**src/rtl/dmem_pkg.sv**
```systemverilog
// ---------------------------------------------------------------------------
// dmem_pkg
// Shared constants for the data-memory arbiter slice.
//   DMEM_DEPTH      number of 16-bit words in the data memory
//   ADDR_W_DEF      default address width (log2 of DMEM_DEPTH)
//   DATA_W_DEF      default data word width
//   OWN_*           encoding of who owns the read data returning next cycle
//   starve_next()   saturating increment for the anti-starvation counter
// ---------------------------------------------------------------------------
package dmem_pkg;

    localparam int DMEM_DEPTH = 256;
    localparam int ADDR_W_DEF = $clog2(DMEM_DEPTH);
    localparam int DATA_W_DEF = 16;

    localparam logic [1:0] OWN_NONE = 2'd0;
    localparam logic [1:0] OWN_CPU  = 2'd1;
    localparam logic [1:0] OWN_DBG  = 2'd2;

    // Counter width covers STARVE_MAX up to 15.
    localparam int STARVE_W = 4;

    function automatic logic [STARVE_W-1:0] starve_next(
        input logic [STARVE_W-1:0] cnt,
        input logic [STARVE_W-1:0] max
    );
        if (cnt >= max) begin
            return max;
        end
        return cnt + 4'd1;
    endfunction

endpackage

```
**src/rtl/dmem_rd_return.sv**
```systemverilog
// ---------------------------------------------------------------------------
// dmem_rd_return
// Remembers which port was granted a load and steers the synchronous memory
// read data back to that port one cycle later. The port that did not issue
// the load keeps presenting the last word it received.
// Ports:
//   clock, reset        rising-edge clock, asynchronous active-low reset
//   i_cpu_load_gnt      cpu load granted this cycle
//   i_dbg_load_gnt      dbg load granted this cycle
//   i_mem_rdata         memory read data (valid the cycle after the load)
//   o_cpu_rvalid/rdata  cpu read return
//   o_dbg_rvalid/rdata  dbg read return
//   o_rd_owner          current owner of returning data (debug visibility)
// ---------------------------------------------------------------------------
module dmem_rd_return
    import dmem_pkg::*;
#(
    parameter int DATA_W = DATA_W_DEF
) (
    input  logic              clock,
    input  logic              reset,
    input  logic              i_cpu_load_gnt,
    input  logic              i_dbg_load_gnt,
    input  logic [DATA_W-1:0] i_mem_rdata,
    output logic              o_cpu_rvalid,
    output logic [DATA_W-1:0] o_cpu_rdata,
    output logic              o_dbg_rvalid,
    output logic [DATA_W-1:0] o_dbg_rdata,
    output logic [1:0]        o_rd_owner
);

    logic [1:0]        r_rd_owner;
    logic [DATA_W-1:0] r_cpu_hold;
    logic [DATA_W-1:0] r_dbg_hold;
    logic              w_cpu_rvalid;
    logic              w_dbg_rvalid;

    // Owner is cleared asynchronously, so a reset during an in-flight load
    // suppresses its rvalid.
    always_ff @(posedge clock or negedge reset) begin
        if (!reset) begin
            r_rd_owner <= OWN_NONE;
            r_cpu_hold <= '0;
            r_dbg_hold <= '0;
        end else begin
            if (i_cpu_load_gnt) begin
                r_rd_owner <= OWN_CPU;
            end else if (i_dbg_load_gnt) begin
                r_rd_owner <= OWN_DBG;
            end else begin
                r_rd_owner <= OWN_NONE;
            end
            if (w_cpu_rvalid) begin
                r_cpu_hold <= i_mem_rdata;
            end
            if (w_dbg_rvalid) begin
                r_dbg_hold <= i_mem_rdata;
            end
        end
    end

    assign w_cpu_rvalid = (r_rd_owner == OWN_CPU);
    assign w_dbg_rvalid = (r_rd_owner == OWN_DBG);

    // The returning port sees the memory output directly; the holds capture
    // it so the value persists after rvalid drops.
    assign o_cpu_rvalid = w_cpu_rvalid;
    assign o_dbg_rvalid = w_dbg_rvalid;
    assign o_cpu_rdata  = w_cpu_rvalid ? i_mem_rdata : r_cpu_hold;
    assign o_dbg_rdata  = w_dbg_rvalid ? i_mem_rdata : r_dbg_hold;
    assign o_rd_owner   = r_rd_owner;

endmodule

```
**src/rtl/data_mem_arbiter.sv**
```systemverilog
// ---------------------------------------------------------------------------
// data_mem_arbiter
// Shares the single-port data memory between the pipeline MEM stage (cpu)
// and the debug/loader port (dbg). One access is granted per cycle; the cpu
// wins ties unless dbg has lost STARVE_MAX consecutive cycles, in which case
// dbg wins once. Load data returns one cycle after the grant.
// Optional feature macro: DMEM_ARB_LOCK_EN adds input dbg_lock. While it is
// high and the last grant went to dbg, dbg keeps the memory every cycle and
// the cpu is stalled on any request.
// Ports:
//   clock, reset                          clock, asynchronous active-low reset
//   cpu_req/we/addr/wdata                 cpu request
//   cpu_gnt, cpu_stall                    cpu grant, pipeline stall
//   cpu_rvalid, cpu_rdata                 cpu load return
//   dbg_req/we/addr/wdata                 dbg request
//   dbg_gnt, dbg_rvalid, dbg_rdata        dbg grant and load return
//   dbg_lock (DMEM_ARB_LOCK_EN only)      hold dbg priority for bursts
//   mem_en/we/addr/wdata, mem_rdata       memory interface
// Handshake: req is a level held by the requester until gnt is seen in the
// same cycle; the arbiter never latches a request, and a req without gnt is
// simply retried next cycle.
// ---------------------------------------------------------------------------
module data_mem_arbiter
    import dmem_pkg::*;
#(
    parameter int ADDR_W     = ADDR_W_DEF,
    parameter int DATA_W     = DATA_W_DEF,
    parameter int STARVE_MAX = 4
) (
    input  logic              clock,
    input  logic              reset,
    input  logic              cpu_req,
    input  logic              cpu_we,
    input  logic [ADDR_W-1:0] cpu_addr,
    input  logic [DATA_W-1:0] cpu_wdata,
    output logic              cpu_gnt,
    output logic              cpu_stall,
    output logic              cpu_rvalid,
    output logic [DATA_W-1:0] cpu_rdata,
    input  logic              dbg_req,
    input  logic              dbg_we,
    input  logic [ADDR_W-1:0] dbg_addr,
    input  logic [DATA_W-1:0] dbg_wdata,
`ifdef DMEM_ARB_LOCK_EN
    input  logic              dbg_lock,
`endif
    output logic              dbg_gnt,
    output logic              dbg_rvalid,
    output logic [DATA_W-1:0] dbg_rdata,
    output logic              mem_en,
    output logic              mem_we,
    output logic [ADDR_W-1:0] mem_addr,
    output logic [DATA_W-1:0] mem_wdata,
    input  logic [DATA_W-1:0] mem_rdata
);

    localparam logic [STARVE_W-1:0] STARVE_LIM = STARVE_W'(STARVE_MAX);

    logic [STARVE_W-1:0] r_starve_cnt;
    logic                w_locked;
    logic                w_dbg_win;
    logic                w_cpu_win;
    logic                w_cpu_gnt;
    logic                w_dbg_gnt;
    logic [1:0]          w_rd_owner;

`ifdef DMEM_ARB_LOCK_EN
    logic r_last_dbg;

    // Tracks which side received the most recent grant; idle cycles keep it.
    always_ff @(posedge clock or negedge reset) begin
        if (!reset) begin
            r_last_dbg <= 1'b0;
        end else if (w_dbg_gnt) begin
            r_last_dbg <= 1'b1;
        end else if (w_cpu_gnt) begin
            r_last_dbg <= 1'b0;
        end
    end

    assign w_locked = dbg_lock & r_last_dbg;
`else
    assign w_locked = 1'b0;
`endif

    // dbg wins when alone, when it has starved long enough, or when locked.
    assign w_dbg_win = dbg_req & (~cpu_req | w_locked | (r_starve_cnt == STARVE_LIM));
    assign w_cpu_win = cpu_req & ~w_dbg_win & ~w_locked;

    // Reset forces all grants (and hence memory enables) low.
    assign w_cpu_gnt = w_cpu_win & reset;
    assign w_dbg_gnt = w_dbg_win & reset;

    assign cpu_gnt   = w_cpu_gnt;
    assign dbg_gnt   = w_dbg_gnt;
    assign cpu_stall = cpu_req & ~w_cpu_gnt;

    // Counts consecutive cycles in which dbg asked and lost.
    always_ff @(posedge clock or negedge reset) begin
        if (!reset) begin
            r_starve_cnt <= '0;
        end else if (!dbg_req || w_dbg_gnt || w_locked) begin
            r_starve_cnt <= '0;
        end else begin
            r_starve_cnt <= starve_next(r_starve_cnt, STARVE_LIM);
        end
    end

    always_comb begin
        mem_en    = 1'b0;
        mem_we    = 1'b0;
        mem_addr  = '0;
        mem_wdata = '0;
        if (w_cpu_gnt) begin
            mem_en    = 1'b1;
            mem_we    = cpu_we;
            mem_addr  = cpu_addr;
            mem_wdata = cpu_wdata;
        end else if (w_dbg_gnt) begin
            mem_en    = 1'b1;
            mem_we    = dbg_we;
            mem_addr  = dbg_addr;
            mem_wdata = dbg_wdata;
        end
    end

    dmem_rd_return #(
        .DATA_W (DATA_W)
    ) u_rd_return (
        .clock          (clock),
        .reset          (reset),
        .i_cpu_load_gnt (w_cpu_gnt & ~cpu_we),
        .i_dbg_load_gnt (w_dbg_gnt & ~dbg_we),
        .i_mem_rdata    (mem_rdata),
        .o_cpu_rvalid   (cpu_rvalid),
        .o_cpu_rdata    (cpu_rdata),
        .o_dbg_rvalid   (dbg_rvalid),
        .o_dbg_rdata    (dbg_rdata),
        .o_rd_owner     (w_rd_owner)
    );

    // Owner is exported by the return block for probing; nothing here
    // consumes it beyond this reduction.
    logic w_owner_unused;
    assign w_owner_unused = ^w_rd_owner;

endmodule
```
**config.mk**
```make
export PLATFORM = sky130hd
export DESIGN_NAME = data_mem_arbiter
export DESIGN_NICKNAME = d
export VERILOG_FILES = /design/src/rtl/dmem_pkg.sv /design/src/rtl/dmem_rd_return.sv /design/src/rtl/data_mem_arbiter.sv
export SDC_FILE = /design/constraint.sdc
export NUM_CORES = 1
export LEC_CHECK = 0
export ABC_AREA = 1
export CAP_MARGIN = 20
export CORE_MARGIN = 2
export CORE_UTILIZATION = 38
export DETAILED_ROUTE_END_ITERATION = 6
export GPL_TIMING_DRIVEN = 0
export PLACE_DENSITY = 0.86
export SLEW_MARGIN = 15
export SYNTH_ARGS = -nofsm -noshare
export SYNTH_HDL_FRONTEND = slang
export SYNTH_SLANG_ARGS = --single-unit
```
**constraint.sdc**
```tcl
create_clock -name clock -period 2.1 [get_ports clock]
set_input_delay 0.21 -clock clock [delete_from_list [all_inputs] [get_ports clock]]
set_output_delay 0.21 -clock clock [all_outputs]
set_load 0.005 [all_outputs]
```
==> run summary, run 1 <==
========================================================================================
Count of endpoints failing setup in the final report ......................            0
Number of DRC markers in iteration 0 ......................................          104
Met2 global-route usage ...................................................        39.4%
Number of global-route vias before repair .................................         2105
FFs w/ async S/R, synth ...................................................         100%
Global routing usage on met1 ..............................................        27.0%
Maximum frequency from static timing analysis .............................    0.488 GHz
Kind of capture point of the worst setup path .............................  output port
Arrival time at the worst endpoint ........................................      1.84 ns
Chip width ................................................................      75.5 um
Synthesized instance count ................................................          244
Most frequent cell after synthesis ........................................ sky130_fd_sc_hd__nand2_1
Delay contributed by the slowest stage of the critical path ...............      0.55 ns
Layout fillers ............................................................          385
Critical path required time ...............................................      1.89 ns
Reg2Reg Launch Point ...................................................... r_starve_cnt[0]
Cell at the root of the clock tree ........................................ sky130_fd_sc_hd__clkbuf_8
Final Hold Vio Count ......................................................            0
Cell at the slowest stage of the critical path ............................ sky130_fd_sc_hd__clkdlybuf4s50_1
Portion of synthesized cell area occupied by the leading cell type ........        48.9%
Routed length per placed instance .........................................      14.5 um
Start-to-end type of the worst setup path .................................   reg -> out
Die H .....................................................................      75.5 um
Area of the die ...........................................................    5700 um^2
TritonCTS clock tree ......................................................          yes
Layout Skew ...............................................................    0.0103 ns
Net count after synthesis .................................................          316
Max Cap Viol ..............................................................            0
Clock latency on the worst-skew pair ......................................      0.29 ns
Leak ......................................................................   0.00188 uW
Core region area ..........................................................    5010 um^2
Register bit total from synthesis .........................................           38
Met3 Use GR ...............................................................        5.29%
Capturing point of the worst reg2reg path ................................. r_starve_cnt[1]
Element type at the critical path start ...................................    flip-flop
Number of search-and-repair iterations in the first detailed-routing pass .            4
Result of the run ......................................................... complete, no violations
Setup repair after global routing missed its margin .......................         true
Wire length of the first global-routing pass ..............................      9.66 mm
Maximum vdd drop ..........................................................   0.000474 V
Synth warnings ............................................................            0
Combined flip-flop and latch cell area ....................................     951 um^2
Max-slew violations .......................................................            0
Final weighted congestion of routability-driven global placement ..........        0.763
Register-to-register path setup slack .....................................      0.85 ns
Area of the multi-input gates .............................................     906 um^2
WP buf/inv ................................................................            3
Cell type with the largest total area after synthesis ..................... sky130_fd_sc_hd__dfrtp_1
Number of synthesized flops with an enable pin ............................            0
Residual DRC count ........................................................            0
Most instantiated flip-flop cell in the synthesis netlist ................. sky130_fd_sc_hd__dfrtp_1
PortBufs ..................................................................          131
Post-layout minimum cycle time ............................................      2.05 ns
Sequential share of the synthesized area ..................................        48.9%
CTS Buf Count .............................................................            5
Sum of routed wire length over all layers .................................      6.76 mm
Post-synthesis cell type count ............................................           18
Clock-pin slew of the registers on the worst-case setup and hold paths ....      0.07 ns
Chain of cells forming the critical path .................................. nor2_2, inv_2, buf_2, o21ai_1, clkdlybuf4s50_1
Measured slew at the worst slew-check pin .................................     0.556 ns
Post-synthesis instance area ..............................................    1940 um^2
Worst-path maximum fanout .................................................           10
Global router's overall resource usage ....................................        22.4%
Global-route congestion overflow total ....................................            0
Detail-routed via count per cell ..........................................         5.00
Count of pins on the block boundary .......................................          133
Net count, final ..........................................................          468
Area contributors post-synth .............................................. sky130_fd_sc_hd__dfrtp_1 49%, sky130_fd_sc_hd__nand2_1 12%, sky130_fd_sc_hd__o21ai_0 8.2%
Largest net degree at the start of global routing .........................           27
Buffer depth of the longest clock path ....................................            2
Worst rel slew slack ......................................................        63.0%
Per-instance average area after synthesis .................................    7.97 um^2
Final core utilization ....................................................        73.3%
Worst hold path class .....................................................  in -> async
Total inserted antenna cells ..............................................            0
Number of antenna violations at the first check in global routing .........            0
Dominant delay contributor by cell family on the critical path ............ buffers and inverters
Worst R2R Path Depth ......................................................            7
Antenna-violating nets left ...............................................            0
Cell Rows .................................................................           26
Ratio of total power to cell area .........................................  630 nW/um^2
Initial standard-cell utilization of the core .............................        38.8%
Vias after detailed routing ...............................................         2335
Fin Hold WS ...............................................................     0.115 ns
Total half-perimeter wirelength after legalization and detailed placement .      4.83 mm
Layout cells sized above 1 ................................................        14.9%
Most Used Layer, Global Route .............................................         met2
Post-route clock period utilization .......................................        97.6%
Top cells by instance count after synthesis ............................... 64 x sky130_fd_sc_hd__nand2_1, 38 x sky130_fd_sc_hd__dfrtp_1, 32 x sky130_fd_sc_hd__o21ai_0
Depth of the CTS H-tree ...................................................            2
Area growth, synth to finish ..............................................        88.9%
Clk sink count ............................................................           38
========================================================================================
-- cell usage in the layout, fill, tap and decap left out, drive strengths merged, types with 2 or more instances in the layout --
| master | instances |
|---|---|
| inv | 26 |
| nand3 | 27 |
| clkdlybuf4s50 | 100 |
| dfrtp | 38 |
| nand2 | 68 |
| o21ai | 32 |
| clkbuf | 9 |
| nor2 | 8 |
| dlymetal6s2s | 4 |
| ha | 2 |
| buf | 28 |
| nand4 | 25 |
| dlygate4sd2 | 25 |
-- metal layers --
| metal | share of wire [%] | up-vias |
|---|---|---|
| met3 | 6.3 | 14 |
| met4 | 1.4 | 0 |
| met2 | 53 | 102 |
| li1 | - | 1115 |
| met5 | 0 | - |
| met1 | 39 | 1104 |
-- timing repair --
item | 4_1_cts | 5_1_grt
hold buffers | 2 | 0
setup buffers | 4 | 3
endpoints found under the hold margin | 38 | 0
setup endpoints to repair | 51 | 35
pin swaps | 5 | 6
gates resized for setup | 70 | 38
cloned | 4 | 0
-- sequential cells by signal, summed over array words and instances (netlist names) --
register,cells
u_rd_return.r_dbg_hold,16
r_starve_cnt,4
u_rd_return.r_cpu_hold,16
u_rd_return.o_rd_owner,2
-- cell type report --
class	count	area share [%]
well taps	70	2.39
inverters	26	2.66
repair buffers	143	38.1
clock inverters	1	0.136
clock buffers	7	2.35
flip-flops and latches	38	25.9
multi-input cells	164	24.7
plain buffers	18	3.85
-- report_power, final --
group | internal (uW) | switching [uW]
Sequential | 874 | 44.2
Combinational | 523 | 367
Clock | 265 | 240
-- metrics by stage --
stage | total power (uW) | setup slack (ns) | cell area [um^2] | instances | TNS (ns)
final | 2310 | 0.0498 | 3670 | 467 | 0
after global routing | 2450 | -0.0210 | 3670 | 467 | -0.110
after CTS | 2290 | -0.0694 | 3570 | 464 | -0.201
after detailed placement | 1750 | -0.148 | 3360 | 446 | -2.24
after global placement | 1720 | -1.40 | 3340 | 445 | -41.07
after floorplan | 1190 | 0.783 | 1940 | 244 | 0
-- worst max path at each step --
stage	to	slack, ns	from	cells past startpoint
6_report	cpu_rdata[9]	0.05	u_rd_return.o_rd_owner[1]	5
5_1_grt	cpu_rdata[9]	-0.02	u_rd_return.o_rd_owner[1]	5
4_1_cts	cpu_rdata[13]	-0.07	u_rd_return.o_rd_owner[1]	5
3_5_place_dp	mem_addr[5]	-0.15	reset	7
3_3_place_gp	mem_wdata[10]	-1.40	reset	6
2_1_floorplan	cpu_stall	0.78	r_starve_cnt[0]	8
-- tightest hold or removal path, cell delays in order --
cell	delay, ns
sky130_fd_sc_hd__buf_4	0.10
sky130_fd_sc_hd__buf_12	0.10
sky130_fd_sc_hd__buf_2	0.46
-- logic make-up after synthesis --
family                     after synthesis  share of synthesized area, %
AOI/OAI and AO/OA                       32                          8.24
DFF                                     38                          48.9
buffers and inverters                   44                          10.7
other                                    1                         0.193
adders and majority gates                2                          1.29
and+or+nand+nor                        127                          30.7
Note: power is estimated with default switching activity, not from simulation.
==> run 2: changes to the inputs <==
Settings changed: CAP_MARGIN 20 to 15, CTS_CLUSTER_SIZE set to 40.
==> results of run 2 <==
No change in the layout: final DEF, timing and power equal those of run 1.
==> run 3: changes to the inputs <==
Settings changed: ABC_CLOCK_PERIOD_IN_PS set to 2100, CTS_CLUSTER_DIAMETER set to 60, GPL_ROUTABILITY_DRIVEN set to 0.
==> results of run 3 <==
No change in the layout: final DEF, timing and power equal those of run 1.
